**config.mk**
```make
export PLATFORM = sky130hd
export DESIGN_NAME = rmst_to_fifo_tile
export DESIGN_NICKNAME = d
export VERILOG_FILES = /design/src/rtl/rmst_to_fifo_tile.sv
export SDC_FILE = /design/constraint.sdc
export NUM_CORES = 1
export LEC_CHECK = 0
export ABC_AREA = 1
export BUFFER_PORTS_ARGS = -buffer_cell sky130_fd_sc_hd__clkbuf_2
export CORE_MARGIN = 2
export CORE_UTILIZATION = 40
export DETAILED_ROUTE_END_ITERATION = 16
export PLACE_DENSITY = 0.61
export SLEW_MARGIN = 20
export SYNTH_ARGS = -nofsm -noshare
export SYNTH_HDL_FRONTEND = slang
export SYNTH_SLANG_ARGS = --single-unit
```
**constraint.sdc**
```tcl
create_clock -name clk -period 3.94 [get_ports clk]
set_clock_uncertainty 0.05 [all_clocks]
set_input_delay 0.394 -clock clk [delete_from_list [all_inputs] [get_ports clk]]
set_output_delay 0.394 -clock clk [all_outputs]
set_load 0.005 [all_outputs]
```
**src/rtl/rmst_to_fifo_tile.sv**
```systemverilog
// Load tile: splits one tile request into Avalon read bursts of at most BLEN words
// and unpacks the returned XDW-bit beats into DW-bit words for the load FIFO.
module rmst_to_fifo_tile #(
    parameter int AW   = 12,
    parameter int CW   = 6,
    parameter int DW   = 32,
    parameter int XAW  = 32,
    parameter int XDW  = 128,
    parameter int WCNT = XDW / DW,
    parameter int BLEN = 8
) (
    input  logic           clk,
    input  logic           rst,
    input  logic           load_start,
    input  logic [XAW-1:0] param_raddr,
    input  logic [AW-1:0]  param_iolen,
    output logic           load_done,
    output logic           rmst_fixed_location,
    output logic [XAW-1:0] rmst_read_base,
    output logic [CW-1:0]  rmst_read_length,
    output logic           rmst_go,
    input  logic           rmst_done,
    input  logic [XDW-1:0] rmst_user_buffer_data,
    input  logic           rmst_user_data_available,
    output logic           rmst_user_read_buffer,
    output logic [DW-1:0]  load_fifo_data,
    output logic           load_fifo_push,
    input  logic           load_fifo_full
);
    localparam int VW = $clog2(WCNT + 1);

    typedef enum logic [2:0] {IDLE, ISSUE, WAIT, DRAIN, DONE} state_t;

    state_t         state, state_nx;
    logic [XAW-1:0] addr;
    logic [AW-1:0]  rem_cmd, rem_push, blen_cur, need;
    logic [XDW-1:0] beat;
    logic [VW-1:0]  vcnt;
    logic           done_d, first_wait;
    logic           burst_cmpl, push_now, last_word, pop;

    assign blen_cur   = (rem_cmd > AW'(BLEN)) ? AW'(BLEN) : rem_cmd;
    // words still owed by future beats; unaffected by this cycle's push
    assign need       = rem_push - AW'(vcnt);
    assign push_now   = (vcnt != '0) && !load_fifo_full;
    assign last_word  = push_now && (vcnt == VW'(1));
    assign pop        = (state != IDLE) && rmst_user_data_available &&
                        (rem_push > AW'(vcnt)) && ((vcnt == '0) || last_word);
    // the read master's done level may still be stale right after go
    assign burst_cmpl = rmst_done && !done_d && !first_wait;

    always_ff @(posedge clk or negedge rst) begin
        if (!rst) state <= IDLE;
        else      state <= state_nx;
    end

    always_comb begin
        state_nx = state;
        case (state)
            IDLE:  if (load_start) state_nx = (param_iolen != '0) ? ISSUE : DONE;
            ISSUE: state_nx = WAIT;
            WAIT:  if (burst_cmpl) state_nx = (rem_cmd != '0) ? ISSUE : DRAIN;
            DRAIN: if (rem_push == '0) state_nx = DONE;
            DONE:  state_nx = IDLE;
            default: state_nx = IDLE;
        endcase
    end

    always_comb begin
        rmst_fixed_location   = 1'b0;
        rmst_go               = 1'b0;
        rmst_read_base        = '0;
        rmst_read_length      = '0;
        load_done             = 1'b0;
        rmst_user_read_buffer = pop;
        if (state == ISSUE) begin
            rmst_go          = 1'b1;
            rmst_read_base   = addr;
            rmst_read_length = {blen_cur[CW-3:0], 2'b00};
        end
        if (state == DONE) load_done = 1'b1;
    end

    always_ff @(posedge clk or negedge rst) begin
        if (!rst) begin
            addr           <= '0;
            rem_cmd        <= '0;
            rem_push       <= '0;
            beat           <= '0;
            vcnt           <= '0;
            done_d         <= 1'b0;
            first_wait     <= 1'b0;
            load_fifo_push <= 1'b0;
            load_fifo_data <= '0;
        end else begin
            done_d     <= rmst_done;
            first_wait <= (state == ISSUE);
            if (state == IDLE && load_start) begin
                addr     <= param_raddr;
                rem_cmd  <= param_iolen;
                rem_push <= param_iolen;
            end else begin
                if (state == ISSUE) begin
                    addr    <= addr + ({{(XAW-AW){1'b0}}, blen_cur} << 2);
                    rem_cmd <= rem_cmd - blen_cur;
                end
                if (push_now) rem_push <= rem_push - AW'(1);
            end
            // a partial final beat keeps only the words still owed
            if (pop) begin
                beat <= rmst_user_buffer_data;
                vcnt <= (need > AW'(WCNT)) ? VW'(WCNT) : need[VW-1:0];
            end else if (push_now) begin
                beat <= beat >> DW;
                vcnt <= vcnt - VW'(1);
            end
            load_fifo_push <= push_now;
            if (push_now) load_fifo_data <= beat[DW-1:0];
        end
    end
endmodule

```
==> summary.txt, run 1 <==
Global route
  – Initial antenna violation count: 9
  – GRT Util Overall: 0.2223
  – Overflow after GRT: 0
  – Largest net degree at the start of global routing: 100
  – Number of global-route vias before repair: 10.63k
  – First-pass GRT wire length: 56.05 mm

Hold path
  – Number of stages on the worst hold path: 3
  – Kind of path behind the tightest hold check: input port to register

Power
  – Sequential share of power: 0.367
  – Power per standard cell area: 740.3 nW/um^2
  – Switching Fraction: 0.4130
  – Proportion of power drawn by the clock network: 0.220
  – Net Switching: roughly 4.4 mW
  – IR drop worst, VDD: between 0.3 and 0.4 mV
  – Cell-internal power: ~6.2 mW
  – Comb pwr share: 0.414
  – Leak Pwr: 7.334 nW

Die
  – Die area: ~31,000 um^2
  – Core area: 29,560 um^2
  – Top Ports: 253
  – Effective utilization at floorplan: 0.4042
  – Die width: ~180 um
  – Number of placement rows: 63
  – Overall die height: roughly 180 um

STA
  – Max-slew violation count: 0
  – Tightest Pin Transition: 1.023 ns
  – RSZ-0062 raised after global routing: false
  – Max Clk Rate: 292.1 MHz
  – Total of endpoints with negative setup slack in the final report: 0
  – Worst slew margin relative to its limit: 0.3177
  – Period utilization: 0.8690
  – Sum of negative setup slack: 0 ns
  – Shortest clock period the worst path allows after layout: 3.424 ns
  – Fin Hold WS: approximately 0.013 ns
  – Final-report hold violation count: 0

Final layout
  – Share of cells above drive strength 1: 0.1878
  – Filler Cells Inserted: between 3k and 4k
  – Net count of the finished layout: approximately 1.9k
  – Area growth syn-to-layout: 19.72%

Logic synthesis
  – Syn avg cell area: 8.024 um^2
  – Synth Warn #: 0
  – Number of standard cells after synthesis: 1,489
  – Netlist area before placement: approximately 12,000 um^2
  – Number of storage elements in the synthesis netlist: about 230
  – Post-synth cell types: 47
  – Post-synthesis sequential area ratio: 0.4713

Drt
  – Number of DRC violations after detailed routing: 0
  – Aggregate routed wire length: roughly 35 mm
  – Routed wire per std cell: approximately 16 um
  – Detailed Routing Iterations Pass 1: 5
  – Via density: 5.105
  – DRT antenna net count: 0
  – Vias post-DR: 10.88k
  – Number of DRC violations after detailed-routing iteration 0: between 600 and 700

CTS
  – Clock Latency Late Sink: approximately 0.53 ns
  – Post-CTS Setup Bufs: 0
  – TritonCTS clock tree: done
  – Clock-pin transition on the worst setup and hold timing paths: approximately 0.060 ns
  – Htree depth: 1
  – Maximum buffer depth of the clock tree: 3
  – Count of clock tree sinks: roughly 230
  – Root buffer cell: clkbuf_16
  – Clock buffers created by TritonCTS: 26

Worst setup path
  – Category of the most critical setup path: register to output port
  – Setup slack on the worst flop-to-flop path: around 0.6 ns
  – Depth of the worst register-to-register path: 19
  – Critical path origin: rem_push[0]
  – Reg-to-reg critical path startpoint: rem_cmd[5]
  – Endpoint of the lowest-slack register-to-register path: addr[28]
  – Required time of the critical path: 3.50 ns
  – Crit-path max FO: 36
  – CP endpoint: rmst_user_read_buffer
  – Category of the worst setup path capture point: output port
  – Signal arrival time at the worst endpoint: 2.98 ns
  – Launching element type of the critical path: register

Placement
  – Input/output buffers: roughly 250
  – Detailed placer's ending HPWL: ~24 mm
  – Final weighted congestion in routability-driven placement: around 0.87

Job
  – Max-cap violations: 0

Status
  – Result of the run: complete, no violations
flip-flops by register name, indices dropped and copies added (netlist names):
register,flops
addr,32
load_fifo_data,32
beat,128
rem_push,12
vcnt,3
load_fifo_push,1
rem_cmd,12
state,3
done_d,1
first_wait,1
cell usage after synthesis, drive strengths merged:
library cell | number | area, um^2
and3 | 1 | 6.260
o31ai | 3 | 22.52
a21oi | 24 | 123.9
dfrtp | 225 | 5630
buf | 66 | 445.4
fa | 2 | 40.04
o21ai | 96 | 484.2
clkbuf | 15 | 56.30
o311ai | 4 | 35.03
a31o | 1 | 8.760
o21a | 2 | 15.01
nor2 | 91 | 369.1
xnor2 | 8 | 70.07
nand4 | 25 | 156.4
xor2 | 19 | 166.4
nor3b | 1 | 7.510
nor3 | 17 | 101.4
ha | 20 | 250.2
nor4 | 7 | 43.79
conb | 2 | 7.510
a21boi | 1 | 7.510
o21bai | 3 | 22.52
mux2i | 12 | 120.1
o211ai | 56 | 420.4
o221ai | 13 | 113.9
o22ai | 2 | 12.51
o2111ai | 3 | 26.28
nand2 | 388 | 1471
nand3b | 6 | 45.04
or2 | 1 | 6.260
inv | 173 | 649.4
a31oi | 1 | 6.260
nand3 | 201 | 1006
worst min path at each step:
stage / to / from / slack [ns]
2_1_floorplan: addr[0] / rst / 0.05
3_3_place_gp: load_fifo_data[22] / load_fifo_data[22] / 0.41
3_5_place_dp: load_fifo_data[24] / load_fifo_data[24] / 0.42
4_1_cts: beat[42] / rmst_user_buffer_data[42] / 0.0003
5_1_grt: beat[90] / rmst_user_buffer_data[90] / 0.007
6_report: beat[122] / rmst_user_buffer_data[122] / 0.01
timing repair:
item / 4_1_cts / 5_1_grt
hold buffers: 7 / 0
hold endpoints to repair: 101 / 0
gates resized for setup: 0 / 0
critical path: stages (launching register included):
cell and delay [ns]:
dfrtp_1 0.39, inv_1 0.12, ha_1 0.20, fa_1 0.21
inv_1 0.05, nand2_1 0.05, nand2_1 0.12, nand2_1 0.11
nand4_1 0.24, nand2_8 0.15, clkinv_2 0.50, clkbuf_2 0.32
logic make-up (layout without fill, tap and decap cells):
| logic type | count (synthesis) | after routing | share of synthesized area |
|---|---|---|---|
| AO/OA/AOI/OAI | 209 | 209 | 0.1087 |
| XOR/XNOR | 27 | 27 | 0.01979 |
| adder cells (fa/ha/maj) | 22 | 22 | 0.02430 |
| buffers and inverters | 254 | 491 | 0.09634 |
| flip-flops | 225 | 225 | 0.4713 |
| multiplexers | 12 | 12 | 0.01005 |
| other | 2 | 17 | 0.0006286 |
| AND/OR/NAND/NOR | 738 | 738 | 0.2689 |
power by group through the flow:
stage / registers, mW / clock network [mW] / logic, mW
2_1_floorplan: 3.75 / 0 / 3.27
3_3_place_gp: 3.88 / 0 / 4.29
3_5_place_dp: 3.91 / 0 / 4.36
4_1_cts: 3.88 / 2.37 / 4.39
5_1_grt: 4.00 / 2.47 / 5.04
6_report: 3.88 / 2.33 / 4.38
cell usage in the layout, fill, tap and decap left out, types with 7 or more instances in the layout:
| master | count |
|---|---|
| clkbuf_16 | 26 |
| o211ai_1 | 56 |
| nand2_1 | 384 |
| dlygate4sd3_1 | 7 |
| ha_1 | 20 |
| nor4_1 | 7 |
| conb_1 | 12 |
| mux2i_1 | 12 |
| inv_1 | 167 |
| o221ai_1 | 13 |
| dfrtp_1 | 225 |
| xor2_1 | 19 |
| o21ai_0 | 83 |
| nor2_1 | 85 |
| nand3_1 | 201 |
| o21ai_1 | 12 |
| nor3_1 | 15 |
| nand4_1 | 25 |
| xnor2_1 | 8 |
| clkbuf_2 | 248 |
| a21oi_1 | 23 |
| buf_4 | 12 |
through the flow:
stage | util | cell area [um^2] | std cells | setup WS (ns) | power (mW)
floorplan | - | 11990 | 1499 | 1.155 | 7.020
global placement | 0.4532 | 13400 | 2072 | 0.7362 | 8.171
detailed placement | 0.4532 | 13400 | 2072 | 0.6493 | 8.267
CTS | 0.4835 | 14290 | 2126 | 0.4919 | 10.64
global route | 0.4837 | 14300 | 2129 | 0.2529 | 11.52
finish | 0.4839 | 14300 | 2131 | 0.5163 | 10.59
layer usage:
metal	vias up	GRT usage	share of wire
met5	-	0	0.0013
met4	8	0.05888	0.022
met3	62	0.04875	0.073
met2	323	0.3346	0.44
met1	5120	0.3231	0.47
li1	5366	-	-
layout make-up:
class / count / area, um^2 / area share
well taps: 390 / 488.0 / 0.03411
inverters: 173 / 653.1 / 0.04566
clock buffers: 38 / 755.7 / 0.05283
repair buffers: 271 / 1476 / 0.1032
flip-flops and latches: 225 / 5630 / 0.3936
clock inverters: 9 / 67.56 / 0.004724
multi-input cells: 1020 / 5220 / 0.3649
diodes: 5 / 12.51 / 0.0008747
Note: power is estimated with default switching activity, not from simulation.
==> run 2, diff against run 1 <==
CORE_MARGIN = not set   (was 2)
==> run 2 against run 1 <==
Compared with the run above:
- worst hold slack improved by 0.0051 ns
- clock power grew 3%
- non-clock buffer count down 7
- critical path depth is the same
- largest power group unchanged
- setup slack worse by 0.084 ns
- largest cell class unchanged
- global-route usage increased by 0.26 points
- core utilization increased by 0.79 points
- combinational power hardly changed
- final cell count down 0.75%
- fmax shrank 2.4%
- design area fell by 0.24%
- first-iteration DRC count increased by 39%
==> summary.txt, run 2 (same netlist as run 1, synthesis figures left out) <==
Final layout
  – Share of cells above drive strength 1: 0.1880 (was 0.1878)
  – Design Area, Final: 14,270 um^2 (was 14,300 um^2)
  – Final Instance Count excl. Fillers: 2,115 (was 2,131)
  – Net count of the finished layout: 1,910 (was 1,917)
  – Filler Cells Inserted: 2,947 (was 3,013)
  – Most frequent standard cell in the layout excluding fill and tap cells: nand2_1 (unchanged)
  – Largest registers: beat (128), addr (32), load_fifo_data (32) (unchanged)
  – Flip-flop count of the largest register after layout: 128 (unchanged)
  – Area growth syn-to-layout: 19.43% (was 19.72%)
  – Largest register by flop count: beat (unchanged)
  – Leading cell types in the layout, fill and taps excluded: nand2_1, clkbuf_2, dfrtp_1 (unchanged)

STA
  – Max-slew violation count: 0 (unchanged)
  – RSZ-0062 raised after global routing: false (unchanged)
  – Shortest clock period the worst path allows after layout: 3.508 ns (was 3.424 ns)
  – Worst slew margin relative to its limit: 0.3258 (was 0.3177)
  – Period utilization: 0.8903 (was 0.8690)
  – Max Clk Rate: 285.1 MHz (was 292.1 MHz)
  – Total of endpoints with negative setup slack in the final report: 0 (unchanged)
  – Final-report hold violation count: 0 (unchanged)
  – Tightest Pin Transition: 1.011 ns (was 1.023 ns)
  – Sum of negative setup slack: 0 ns (unchanged)

CTS
  – Post-cts sizing count: 0 (unchanged)
  – TritonCTS clock tree: done (unchanged)
  – Count of clock tree sinks: 225 (unchanged)
  – Htree depth: 1 (unchanged)
  – Root buffer cell: clkbuf_16 (unchanged)
  – Clock Latency Late Sink: 0.53 ns (about the same)
  – Clock buffers created by TritonCTS: 26 (unchanged)
  – Maximum buffer depth of the clock tree: 3 (unchanged)
  – Clock-pin transition on the worst setup and hold timing paths: 0.06 ns (about the same)

Global route
  – Initial antenna violation count: 6 (was 9)
  – Largest net degree at the start of global routing: 135 (was 100)
  – Overflow after GRT: 0 (unchanged)
  – Number of global-route vias before repair: 10.41k (was 10.63k)
  – GRT Util Overall: 0.2249 (was 0.2223)
  – First-pass GRT wire length: 55.85 mm (was 56.05 mm)

Worst setup path
  – Critical path origin: rem_push[0] (unchanged)
  – Signal arrival time at the worst endpoint: 3.06 ns (was 2.98 ns)
  – Critical Path Stages: 11 (unchanged)
  – Reg-to-reg critical path startpoint: rem_cmd[5] (unchanged)
  – Category of the worst setup path capture point: output port (unchanged)
  – Combined buffer and inverter count along the critical path: 4 (unchanged)
  – Required time of the critical path: 3.50 ns (about the same)
  – Depth of the worst register-to-register path: 19 (unchanged)
  – Category of the most critical setup path: register to output port (unchanged)
  – Crit-path max FO: 42 (was 36)
  – Slowest stage cell on the critical path: clkinv_2 (unchanged)
  – Crit-path leading delay family: buffers and inverters (unchanged)
  – CP max stage delay: 0.50 ns (about the same)
  – Launching element type of the critical path: register (unchanged)
  – Cell seen most often among critical-path stages: nand2_1 (unchanged)
  – Worst path cell trace: inv_1 > ha_1 > fa_1 > inv_1 > nand2_1 > nand2_1 > nand2_1 > nand4_1 > nand2_8 > clkinv_2 > clkbuf_2 (unchanged)
  – Endpoint of the lowest-slack register-to-register path: addr[28] (unchanged)
  – Setup slack on the worst flop-to-flop path: 0.67 ns (was 0.61 ns)
  – CP endpoint: rmst_user_read_buffer (unchanged)

Die
  – Core area: 29,010 um^2 (was 29,560 um^2)
  – Die area: 30,560 um^2 (was 31,270 um^2)
  – Effective utilization at floorplan: 0.4118 (was 0.4042)
  – Die width: 174.8 um (was 176.8 um)
  – Number of placement rows: 62 (was 63)
  – Top Ports: 253 (unchanged)
  – Overall die height: 174.8 um (was 176.8 um)

Drt
  – Detailed Routing Iterations Pass 1: 8 (was 5)
  – Number of DRC violations after detailed-routing iteration 0: 913 (was 658)
  – Via density: 5.083 (was 5.105)
  – Routed wire per std cell: 16.22 um (was 16.28 um)
  – Number of DRC violations after detailed routing: 0 (unchanged)
  – Aggregate routed wire length: 34.31 mm (was 34.69 mm)
  – Vias post-DR: 10.75k (was 10.88k)
  – DRT antenna net count: 0 (unchanged)

Power
  – IR drop worst, VDD: 0.3421 mV (was 0.3404 mV)
  – Final Power: 10.64 mW (was 10.59 mW)
  – Leak Pwr: 7.338 nW (was 7.334 nW)
  – Power per standard cell area: 745.8 nW/um^2 (was 740.3 nW/um^2)

Job
  – Max-cap violations: 0 (unchanged)

Hold path
  – Kind of path behind the tightest hold check: input port to register (unchanged)

Placement
  – Detailed placer's ending HPWL: 23.72 mm (was 24.22 mm)
  – Placed cell count: 2,062 (was 2,072)
  – Final weighted congestion in routability-driven placement: 0.8933 (was 0.8661)
  – Post-placement cell area: 13,370 um^2 (was 13,400 um^2)
  – Input/output buffers: 249 (unchanged)

Status
  – Result of the run: complete, no violations (unchanged)
==> run 2: layout make-up <==
type	instances	area [um^2]	share of cell area
clock inverter	14	133.9	0.009383
tap	384	480.5	0.03367
multi-input combinational	1020	5220	0.3658
timing repair buffer	264	1429	0.1001
inverter	173	653.1	0.04577
sequential	225	5630	0.3946
clock buffer	33	716.9	0.05025
antenna	2	5.005	0.0003508
==> run 2: worst min-delay path by stage <==
| stage | to | startpoint | cells past startpoint | slack (ns) |
|---|---|---|---|---|
| global placement | load_fifo_data[14] | load_fifo_data[14] | 2 | 0.41 |
| global route | beat[34] | rmst_user_buffer_data[34] | 3 | 0.002 |
| finish | beat[125] | rmst_user_buffer_data[125] | 3 | 0.02 |
| CTS | beat[32] | rmst_user_buffer_data[32] | 3 | 0.001 |
| floorplan | addr[0] | rst | 0 | 0.05 |
| detailed placement | load_fifo_data[22] | load_fifo_data[22] | 2 | 0.42 |
==> run 2: layer usage <==
layer | track usage | wire [um]
met5 | 0 | 49
met4 | 0.04312 | 532
met3 | 0.04830 | 2478
met2 | 0.3386 | 15070
met1 | 0.3324 | 16180
==> run 2: power by group <==
part           total, mW  internal (mW)  switching, mW
sequential          3.87           3.28          0.593
clock               2.40           1.42          0.980
combinational       4.37           1.60           2.77
total               10.6           6.29           4.35
==> run 2: worst reg2reg max path, cell delays in order (launching register included) <==
cell and delay [ns]:
dfrtp_1 0.42, nor2_2 0.18, nand4_1 0.19, nor2_1 0.29, inv_1 0.14, nor2_1 0.12
ha_1 0.17, inv_1 0.05, fa_1 0.38, nand3b_1 0.17, nand2_1 0.15, nand2_1 0.07
nand2_1 0.12, nand3_1 0.11, nand2_1 0.11, nand2_1 0.12, inv_1 0.12, nand2_1 0.05
nand2_1 0.07, nand4_1 0.09
==> run 2: stage by stage <==
stage	worst slack (ns)	util	hold WS, ns
6_report	0.4322	0.4918	0.01807
5_1_grt	0.2292	0.4916	0.001826
4_1_cts	0.4243	0.4916	0.001042
3_5_place_dp	0.7091	0.4609	0.4227
3_3_place_gp	0.7961	0.4609	0.4135
2_1_floorplan	1.155	-	0.04841
==> run 2: what timing repair did <==
action	in CTS	in global routing
setup buffers	0	0
endpoints found under the hold margin	69	0
hold buffers	4	0
==> run 3, diff against run 2 <==
BUFFER_PORTS_ARGS = -buffer_cell sky130_fd_sc_hd__buf_2   (was -buffer_cell sky130_fd_sc_hd__clkbuf_2)
CELL_PAD_IN_SITES_DETAIL_PLACEMENT = 0   (was not set)
CELL_PAD_IN_SITES_GLOBAL_PLACEMENT = 2   (was not set)
CORE_UTILIZATION = 30   (was 40)
PLACE_DENSITY = 0.75   (was 0.61)
==> run 3 against run 2 <==
Compared with the run above:
- combinational power is 3% higher
- setup slack improved by 0.027 ns
- fmax is 0.78% higher
- largest power group unchanged
- clock power up 5%
- highest routed layer unchanged
- largest cell class unchanged
- count of clock-buffer cells in the layout rose by 7
==> summary.txt, run 3 (same netlist as run 1, synthesis figures left out) <==
Status
  – Result of the run: complete, no violations (unchanged)

Global route
  – Overflow after GRT: 0 (unchanged)
  – First-pass GRT wire length: 60.46 mm (was 55.85 mm)
  – Number of global-route vias before repair: 10.73k (was 10.41k)
  – Initial antenna violation count: 8 (was 6)
  – Largest net degree at the start of global routing: 174 (was 135)
  – GRT Util Overall: 0.1864 (was 0.2249)

Die
  – Die width: 201.6 um (was 174.8 um)
  – Die area: 40,630 um^2 (was 30,560 um^2)
  – Effective utilization at floorplan: 0.3063 (was 0.4118)
  – Core area: 39,010 um^2 (was 29,010 um^2)
  – Overall die height: 201.6 um (was 174.8 um)
  – Number of placement rows: 72 (was 62)
  – Top Ports: 253 (unchanged)

STA
  – Total of endpoints with negative setup slack in the final report: 0 (unchanged)
  – Period utilization: 0.8834 (was 0.8903)
  – Shortest clock period the worst path allows after layout: 3.481 ns (was 3.508 ns)
  – Worst setup margin: 0.4593 ns (was 0.4322 ns)
  – Final-report hold violation count: 0 (unchanged)
  – RSZ-0062 raised after global routing: false (unchanged)
  – Fin Hold WS: 0.02199 ns (was 0.01807 ns)
  – Max-slew violation count: 0 (unchanged)
  – Worst slew margin relative to its limit: 0.4437 (was 0.3258)
  – Tightest Pin Transition: 0.8345 ns (was 1.011 ns)
  – Sum of negative setup slack: 0 ns (unchanged)
  – Max Clk Rate: 287.3 MHz (was 285.1 MHz)

Job
  – Max-cap violations: 0 (unchanged)

Final layout
  – Share of cells above drive strength 1: 0.1876 (was 0.1880)
  – Most frequent standard cell in the layout excluding fill and tap cells: nand2_1 (unchanged)
  – Design Area, Final: 14,760 um^2 (was 14,270 um^2)
  – Flip-flop count of the largest register after layout: 128 (unchanged)
  – Leading cell types in the layout, fill and taps excluded: nand2_1, buf_2, dfrtp_1 (was nand2_1, clkbuf_2, dfrtp_1)
  – Filler Cells Inserted: 4,127 (was 2,947)
  – End-of-flow core utilization: 0.3783 (was 0.4918)
  – Net count of the finished layout: 1,942 (was 1,910)
  – Largest register by flop count: beat (unchanged)
  – Area growth syn-to-layout: 23.50% (was 19.43%)
  – Largest registers: beat (128), addr (32), load_fifo_data (32) (unchanged)

CTS
  – Clock buffers created by TritonCTS: 28 (was 26)
  – Clock-pin transition on the worst setup and hold timing paths: 0.06 ns (about the same)
  – Cts-stage hold buffer count: 27 (was 4)
  – Htree depth: 1 (unchanged)
  – Clock Latency Late Sink: 0.54 ns (was 0.53 ns)
  – Post-cts sizing count: 0 (unchanged)
  – Post-CTS Setup Bufs: 0 (unchanged)
  – Count of clock tree sinks: 225 (unchanged)
  – TritonCTS clock tree: done (unchanged)
  – Maximum buffer depth of the clock tree: 3 (unchanged)
  – Root buffer cell: clkbuf_16 (unchanged)

Worst setup path
  – Combined buffer and inverter count along the critical path: 4 (unchanged)
  – Category of the worst setup path capture point: output port (unchanged)
  – Launching element type of the critical path: register (unchanged)
  – Setup slack on the worst flop-to-flop path: 0.68 ns (was 0.67 ns)
  – Required time of the critical path: 3.50 ns (about the same)
  – Crit-path max FO: 35 (was 42)
  – CP max stage delay: 0.55 ns (was 0.50 ns)
  – Depth of the worst register-to-register path: 19 (unchanged)
  – Reg-to-reg critical path startpoint: rem_cmd[5] (unchanged)
  – Critical path origin: rem_push[0] (unchanged)
  – Slowest stage cell on the critical path: clkinv_2 (unchanged)
  – Crit-path leading delay family: buffers and inverters (unchanged)
  – Cell seen most often among critical-path stages: nand2_1 (unchanged)
  – Endpoint of the lowest-slack register-to-register path: addr[28] (unchanged)
  – Worst path cell trace: inv_1 > ha_1 > fa_1 > inv_1 > nand2_1 > nand2_1 > nand2_1 > nand4_1 > nand2_8 > clkinv_2 > buf_2 (was inv_1 > ha_1 > fa_1 > inv_1 > nand2_1 > nand2_1 > nand2_1 > nand4_1 > nand2_8 > clkinv_2 > clkbuf_2)
  – Signal arrival time at the worst endpoint: 3.04 ns (was 3.06 ns)
  – Category of the most critical setup path: register to output port (unchanged)

Drt
  – Number of DRC violations after detailed routing: 0 (unchanged)
  – Vias post-DR: 10.85k (was 10.75k)
  – Detailed Routing Iterations Pass 1: 5 (was 8)
  – Number of DRC violations after detailed-routing iteration 0: 794 (was 913)
  – Routed wire per std cell: 16.73 um (was 16.22 um)
  – DRT antenna net count: 0 (unchanged)
  – Aggregate routed wire length: 38.22 mm (was 34.31 mm)
  – Via density: 4.748 (was 5.083)

Hold path
  – Kind of path behind the tightest hold check: input port to register (unchanged)
  – Hold Path End: beat[115] (was beat[125])
  – Startpoint of the lowest-slack hold path: rmst_user_buffer_data[115] (was rmst_user_buffer_data[125])
  – Number of stages on the worst hold path: 3 (unchanged)

Placement
  – Input/output buffers: 249 (unchanged)
  – Post-placement cell area: 13,580 um^2 (was 13,370 um^2)
  – Detailed placer's ending HPWL: 27.12 mm (was 23.72 mm)
  – Final weighted congestion in routability-driven placement: 0.8470 (was 0.8933)
  – Minimum setup slack after placement: 0.6703 ns (was 0.7091 ns)

Power
  – IR drop worst, VDD: 0.3185 mV (was 0.3421 mV)
  – Power per standard cell area: 737.2 nW/um^2 (was 745.8 nW/um^2)
  – Leak Pwr: 7.498 nW (was 7.338 nW)
==> run 3: power breakdown <==
group | switching (mW) | internal (mW)
Clock | 1.01 | 1.51
Sequential | 0.596 | 3.28
Combinational | 2.84 | 1.63
==> run 3: metrics by stage <==
step                      cells  power, mW
after CTS                  2282      10.99
final                      2285      10.88
after floorplan            1499      7.020
after global routing       2282      11.82
after detailed placement   2203      8.379
after global placement     2203      8.316
==> run 3: how the worst max path moves through the flow <==
stage,endpoint,slack [ns],cells past startpoint
6_report,rmst_user_read_buffer,0.46,11
5_1_grt,addr[28],0.23,19
4_1_cts,rmst_user_read_buffer,0.35,11
3_5_place_dp,addr[28],0.67,19
3_3_place_gp,addr[28],0.74,19
2_1_floorplan,addr[28],1.16,19
==> run 3: worst reg2reg max path: stages (launching register included) <==
cell and delay (ns):
dfrtp_1 0.42, nor2_2 0.18, nand4_1 0.18, nor2_1 0.26
inv_1 0.14, nor2_1 0.11, ha_1 0.18, inv_1 0.05
fa_1 0.39, nand3b_1 0.17, nand2_1 0.15, nand2_1 0.07
nand2_1 0.13, nand3_1 0.12, nand2_1 0.12, nand2_1 0.12
inv_1 0.11, nand2_1 0.06, nand2_1 0.07, nand4_1 0.08
==> run 3: metal layers <==
metal	global-route usage	vias up	part of all wire	routed length (um)
met2	0.2718	280	0.42	16100
met1	0.2857	5079	0.50	19160
met3	0.03256	49	0.058	2226
li1	-	5429	-	-
met4	0.03707	12	0.017	652
met5	0	-	0.0021	80
==> run 3: cell type report <==
cell class,instances,area [um^2],share of cell area
antenna,3,7.507,0.0005088
multi-input combinational,1020,5220,0.3538
tap,518,648.1,0.04392
sequential,225,5630,0.3816
clock buffer,40,787.0,0.05334
inverter,173,653.1,0.04426
timing repair buffer,294,1699,0.1152
clock inverter,12,110.1,0.007462
